**config.mk**
```make
export PLATFORM = sky130hd
export DESIGN_NAME = pbus_initiator
export DESIGN_NICKNAME = d
export VERILOG_FILES = /design/src/rtl/pbus_initiator.sv
export SDC_FILE = /design/constraint.sdc
export NUM_CORES = 1
export LEC_CHECK = 0
export BUFFER_PORTS_ARGS = -buffer_cell sky130_fd_sc_hd__buf_2
export CORE_MARGIN = 5
export CORE_UTILIZATION = 38
export DETAILED_ROUTE_END_ITERATION = 12
export PLACE_DENSITY_LB_ADDON = 0.05
export RECOVER_POWER = 50
export SLEW_MARGIN = 30
export SYNTH_ARGS = -nofsm -noshare
export SYNTH_HDL_FRONTEND = slang
export SYNTH_SLANG_ARGS = --single-unit
```
**constraint.sdc**
```tcl
create_clock -name clk -period 1.43 [get_ports clk]
set_input_delay 0.143 -clock clk [delete_from_list [all_inputs] [get_ports clk]]
set_output_delay 0.143 -clock clk [all_outputs]
set_load 0.03 [all_outputs]
```
**src/rtl/pbus_initiator.sv**
```systemverilog
// pbus_initiator: turns single outstanding core load/store requests into strobed peripheral-bus accesses
//
// Ports:
//   clk, rst_n                       clock, asynchronous active-low reset
//   req_valid/req_ready              core request handshake (ready only in IDLE)
//   req_we, req_addr, req_wdata, req_be   request: store flag, byte offset, store data, byte enables
//   rsp_valid/rsp_ready              response handshake
//   rsp_rdata, rsp_err               load data (0 for stores), reject flag
//   pbus_addr, pbus_wr_en, pbus_rd_en, pbus_wdata, pbus_rdata   peripheral bus
//
// Build option: PBUS_RMW_EN enables read-modify-write for partial byte-enable stores;
// without it such stores are rejected with rsp_err and no bus access.
module pbus_initiator #(
    parameter int ADDR_W = 8
) (
    input  logic              clk,
    input  logic              rst_n,
    input  logic              req_valid,
    output logic              req_ready,
    input  logic              req_we,
    input  logic [ADDR_W-1:0] req_addr,
    input  logic [31:0]       req_wdata,
    input  logic [3:0]        req_be,
    output logic              rsp_valid,
    input  logic              rsp_ready,
    output logic [31:0]       rsp_rdata,
    output logic              rsp_err,
    output logic [ADDR_W-1:0] pbus_addr,
    output logic              pbus_wr_en,
    output logic              pbus_rd_en,
    output logic [31:0]       pbus_wdata,
    input  logic [31:0]       pbus_rdata
);
    typedef enum logic [2:0] {
        IDLE, RD, WR, RESP
`ifdef PBUS_RMW_EN
        , RMW_RD
`endif
    } state_t;

    state_t            state_q, state_d;
    logic [ADDR_W-3:0] addr_q, addr_d;
    logic [31:0]       wdata_q, wdata_d;
    logic [31:0]       rdata_q, rdata_d;
    logic              err_q, err_d;
    logic              unused_addr_lsb;
`ifdef PBUS_RMW_EN
    logic [3:0]        be_q, be_d;
    logic [31:0]       merged;
`endif

    // byte offset bits never reach the bus
    assign unused_addr_lsb = ^req_addr[1:0];

`ifdef PBUS_RMW_EN
    always_comb begin
        merged = '0;
        for (int i = 0; i < 4; i++)
            merged[i*8 +: 8] = be_q[i] ? wdata_q[i*8 +: 8] : pbus_rdata[i*8 +: 8];
    end
`endif

    always_comb begin
        state_d = state_q;
        addr_d  = addr_q;
        wdata_d = wdata_q;
        rdata_d = rdata_q;
        err_d   = err_q;
`ifdef PBUS_RMW_EN
        be_d    = be_q;
`endif
        case (state_q)
            IDLE: if (req_valid) begin
                addr_d  = req_addr[ADDR_W-1:2];
                wdata_d = req_wdata;
                rdata_d = '0;
                err_d   = 1'b0;
`ifdef PBUS_RMW_EN
                be_d    = req_be;
`endif
                if (!req_we) state_d = RD;
                else if (req_be == 4'hF) state_d = WR;
                else if (req_be == 4'h0) state_d = RESP;
                else begin
`ifdef PBUS_RMW_EN
                    state_d = RMW_RD;
`else
                    state_d = RESP;
                    err_d   = 1'b1;
`endif
                end
            end
            RD: begin
                rdata_d = pbus_rdata;
                state_d = RESP;
            end
`ifdef PBUS_RMW_EN
            RMW_RD: begin
                wdata_d = merged;
                state_d = WR;
            end
`endif
            WR:      state_d = RESP;
            RESP:    state_d = rsp_ready ? IDLE : RESP;
            default: state_d = IDLE;
        endcase
    end

    always_ff @(posedge clk or negedge rst_n) begin
        if (!rst_n) begin
            state_q <= IDLE;
            addr_q  <= '0;
            wdata_q <= '0;
            rdata_q <= '0;
            err_q   <= 1'b0;
`ifdef PBUS_RMW_EN
            be_q    <= '0;
`endif
        end else begin
            state_q <= state_d;
            addr_q  <= addr_d;
            wdata_q <= wdata_d;
            rdata_q <= rdata_d;
            err_q   <= err_d;
`ifdef PBUS_RMW_EN
            be_q    <= be_d;
`endif
        end
    end

    // strobes decode straight from state_q so reset drops them asynchronously
`ifdef PBUS_RMW_EN
    assign pbus_rd_en = (state_q == RD) || (state_q == RMW_RD);
`else
    assign pbus_rd_en = (state_q == RD);
`endif
    assign pbus_wr_en = (state_q == WR);
    assign pbus_addr  = (pbus_rd_en || pbus_wr_en) ? {addr_q, 2'b00} : '0;
    assign pbus_wdata = pbus_wr_en ? wdata_q : '0;
    assign req_ready  = (state_q == IDLE);
    assign rsp_valid  = (state_q == RESP);
    assign rsp_rdata  = rsp_valid ? rdata_q : '0;
    assign rsp_err    = rsp_valid & err_q;
endmodule

```
==> results list <==
* Logic depth of the worst register-to-register path: 8
- In this run the standard cell core region covers roughly 8600 sq um.
- In this run the horizontal extent of the chip is between 100 and 150 microns.
- Among all stages on the critical path, the largest delay is contributed by sky130_fd_sc_hd__dfrtp_1.
- Via count of the first global-routing pass: 2980
* Leakage power of the design: 2.929 nW
- Via Count: 2786
- The worst setup path is captured at a primary output.
- Averaged over all synthesized cells, the footprint is between 10 and 15 sq um.
- The share of total power dissipated in combinational logic is 0.631.
* Total Power: roughly 0.014 W
* Pin count of the biggest net entering global routing: 74
- Data arrival time of the critical path: 1570 ps
- Part of the total power dissipated in the clock network: 0.119
- TritonCTS built the clock tree.
* Register area share after synthesis: 0.5458
* Root buffer selected by CTS: sky130_fd_sc_hd__clkbuf_8
- CTS clk-pin slew, worst paths: 80 ps
- Ys flop type: sky130_fd_sc_hd__dfrtp_1
- Cts bufs inserted: 9
* Ant. Diodes: 0
- Startpoint of the worst register-to-register path: state_q[0]
- Power per cell area: about 2500 nW/um^2
- Measured against its own limit, the worst slew margin works out to 0.3685.
* Synth top area share: 0.5458
* Psw: 0.005424 W
- Tcrit/Tclk final: 1.196
- Synthesis inferred 73 register bits.
* Number of I/O port buffers: 153
- The worst register-to-register path has a setup slack of -270 ps.
- Number of standard cells after synthesis: 260
- Violated checks: negative setup slack
- Most frequent cell on the critical path: sky130_fd_sc_hd__buf_6
* Detail Route Antenna Nets: 0
* Syn-to-layout area delta: 73.38%
* Worst setup path endpoint: rsp_rdata[5]
- At the worst endpoint, the required time is 1290 ps.
- Number of synthesized flops with an enable pin: 0
- Final-report max-slew violation count: 0
* Hold Path Origin: pbus_rdata[27]
* Count of cell types in the netlist: 26
- Sum of buffers and inverters on the critical path: 3
* DP Worst Slack: -58.17 ps
- Based on the critical path, the design can be clocked at up to 584.7 MHz.
- Largest cells by area after synthesis: sky130_fd_sc_hd__dfrtp_1 55%, sky130_fd_sc_hd__and2_1 13%, sky130_fd_sc_hd__mux2_2 9.8%, sky130_fd_sc_hd__a22o_1 8.4%, sky130_fd_sc_hd__mux2_4 4.0%
- Across the run, the number of max-cap violations was 0.
- Internal Pwr Total: 0.009029 W
- The largest single stage delay on the critical path is 430 ps.
* Met1 demand-to-capacity share in global routing: 0.2102
* Fraction of power consumed by sequential logic: 0.250
- DR vias/cell: 4.896
* Final global-route overflow total: 0
* Remaining design rule violation count: 0
- Total half-perimeter wirelength after legalization and detailed placement: 5.584 mm
- Wirelength per Cell: between 15 and 20 microns
- Clk sink count: between 70 and 80
* Die area: around 11000 sq um
* H-tree levels: 3
* Worst clock skew: 11.96 ps
- The initialized floorplan defines 34 standard-cell rows.
- Starting density of the core: 0.3876
- The largest total area in the synthesized netlist belongs to sky130_fd_sc_hd__dfrtp_1.
- The cell area that synthesis handed to floorplanning was 3347 sq um.
* Crit path max-delay family: buffers and inverters
- Worst-margin pin slew: 947.2 ps
- Setup repair after global routing could not meet its margin everywhere.
- After the last flow step, the layout net total stands at 542.
- The number of antenna violations at the first check in global routing is 0.
* I/O pin count: around 160
- Final hold viol count: 0
- Traced cell by cell, the critical path runs through buf_6 > ha_4 > clkbuf_16 > and2_1 > buf_6.
- The global routing stage identified its most utilized layer as met2.
- The die is 103.9 microns tall.
* Switching share of power: 0.3753
- After layout, the minimum clock period comes to 1710 ps.
- Clock tree buffer depth: 2
- Met2 capacity usage during global routing: 0.2842
* Yosys warning count: 0
- By startpoint and endpoint, the worst setup path is classified as reg2out.
- Global placement routability congestion: 0.7510
- Total global-route track usage: 0.1744
* Worst reg2reg endpoint: addr_q[2]
* Run status: complete, but fails checks
- Total routed wirelength: 10.02 mm
- Fraction of synthesis flops using an asynchronous set or reset pin: 1.000
* Synth cell count leaders: 73 x sky130_fd_sc_hd__dfrtp_1, 72 x sky130_fd_sc_hd__and2_1, 32 x sky130_fd_sc_hd__a22o_1, 29 x sky130_fd_sc_hd__mux2_2, 9 x sky130_fd_sc_hd__mux2_4
- Final setup violating endpoints: ~150
- Path class of the lowest-slack min-delay path: in2reg
- Of all nets on the critical path, the largest fanout is 9.
- Drt first pass iters: 4
- Launch point of the worst path: state_q[0]
- sky130_fd_sc_hd__dfrtp_1 is the most common cell in the netlist.
- The first routing iteration left between 80 and 90 violations.
* Share of cells above drive strength 1: 0.6703
* Global-route track usage on met3: 0.06580
- Launching element type of the critical path: flip-flop
- Across the VDD grid, the largest voltage drop is 0.001487 V.
* Worst Setup Slack, final: -280.4 ps
- Worst skew pair latency: 350 ps
- Wire length of the first global-routing pass: approximately 15 mm
* Logic depth of the worst setup path including buffers: 5
power by group through the flow:
stage	Sequential [W]	Combinational, W	Clock [W]
after floorplan	0.00342	0.00450	0
after global placement	0.00352	0.00598	0
after detailed placement	0.00355	0.00603	0
after CTS	0.00353	0.00828	0.00177
after global routing	0.00373	0.00962	0.00188
final	0.00361	0.00912	0.00173
worst min-delay path by stage:
stage                  end  slack (ps)  depth (start not counted)
2_1_floorplan    addr_q[0]        -150                          0
3_3_place_gp   rdata_q[24]         200                          2
3_5_place_dp   rdata_q[24]         190                          2
4_1_cts         rdata_q[1]           2                          2
5_1_grt        wdata_q[19]           5                          2
6_report       rdata_q[27]          20                          2
metrics by stage:
stage	cells	hold WS, ps	utilization	area, sq um	TNS (ps)
after global placement	514	197.0	0.5036	4349	-1099
after global routing	569	5.396	0.6720	5803	-41300
after floorplan	261	-152.6	-	3417	-2037
final	569	16.66	0.6720	5803	-32820
after detailed placement	514	192.2	0.5036	4349	-1797
after CTS	561	2.340	0.6339	5474	-30890
state kept, by name, summed over array words and instances, names as in the netlist:
name and count:
wdata_q 32, rdata_q 32, addr_q 6, state_q 2, err_q 1
layout by cell type (no fill, tap or decap), types with 4 or more instances in the layout:
cell type	count
sky130_fd_sc_hd__a22o_1	32
sky130_fd_sc_hd__and2_1	22
sky130_fd_sc_hd__and2_2	14
sky130_fd_sc_hd__and2_4	36
sky130_fd_sc_hd__buf_12	8
sky130_fd_sc_hd__buf_16	5
sky130_fd_sc_hd__buf_2	77
sky130_fd_sc_hd__buf_4	8
sky130_fd_sc_hd__buf_6	86
sky130_fd_sc_hd__clkbuf_16	5
sky130_fd_sc_hd__clkbuf_8	12
sky130_fd_sc_hd__dfrtp_1	73
sky130_fd_sc_hd__dlygate4sd3_1	13
sky130_fd_sc_hd__ha_4	4
sky130_fd_sc_hd__mux2_2	12
sky130_fd_sc_hd__mux2_4	26
per-layer routing:
| layer | part of all wire | vias to the layer above |
|---|---|---|
| met4 | 0.014 | 0 |
| li1 | - | 1289 |
| met3 | 0.073 | 16 |
| met5 | 0 | - |
| met1 | 0.42 | 1377 |
| met2 | 0.50 | 104 |
cell type report:
class / count / area, sq um
fill: 666 / 2833
timing repair buffer: 203 / 1974
clock inverter: 4 / 50.05
inverter: 3 / 11.26
multi-input combinational: 166 / 1640
tap: 108 / 135.1
clock buffer: 12 / 165.2
sequential: 73 / 1827
cell families after synthesis:
kind of cell	count (synthesis)	synth area share
and+or+nand+nor	82	0.1529
buffers and inverters	22	0.04449
DFF	73	0.5458
muxes	38	0.1379
other	1	0.001120
AOI/OAI and AO/OA	39	0.09907
adders and majority gates	5	0.01869
what timing repair did:
item | CTS | global route
setup endpoints to repair | 123 | 148
buffers inserted | 11 | 6
cloned | 7 | 6
resized for setup | 154 | 80
hold buffers | 13 | 0
endpoints found under the hold margin | 85 | 0
pin swaps | 3 | 5
Power figures use the tool's default switching activity.
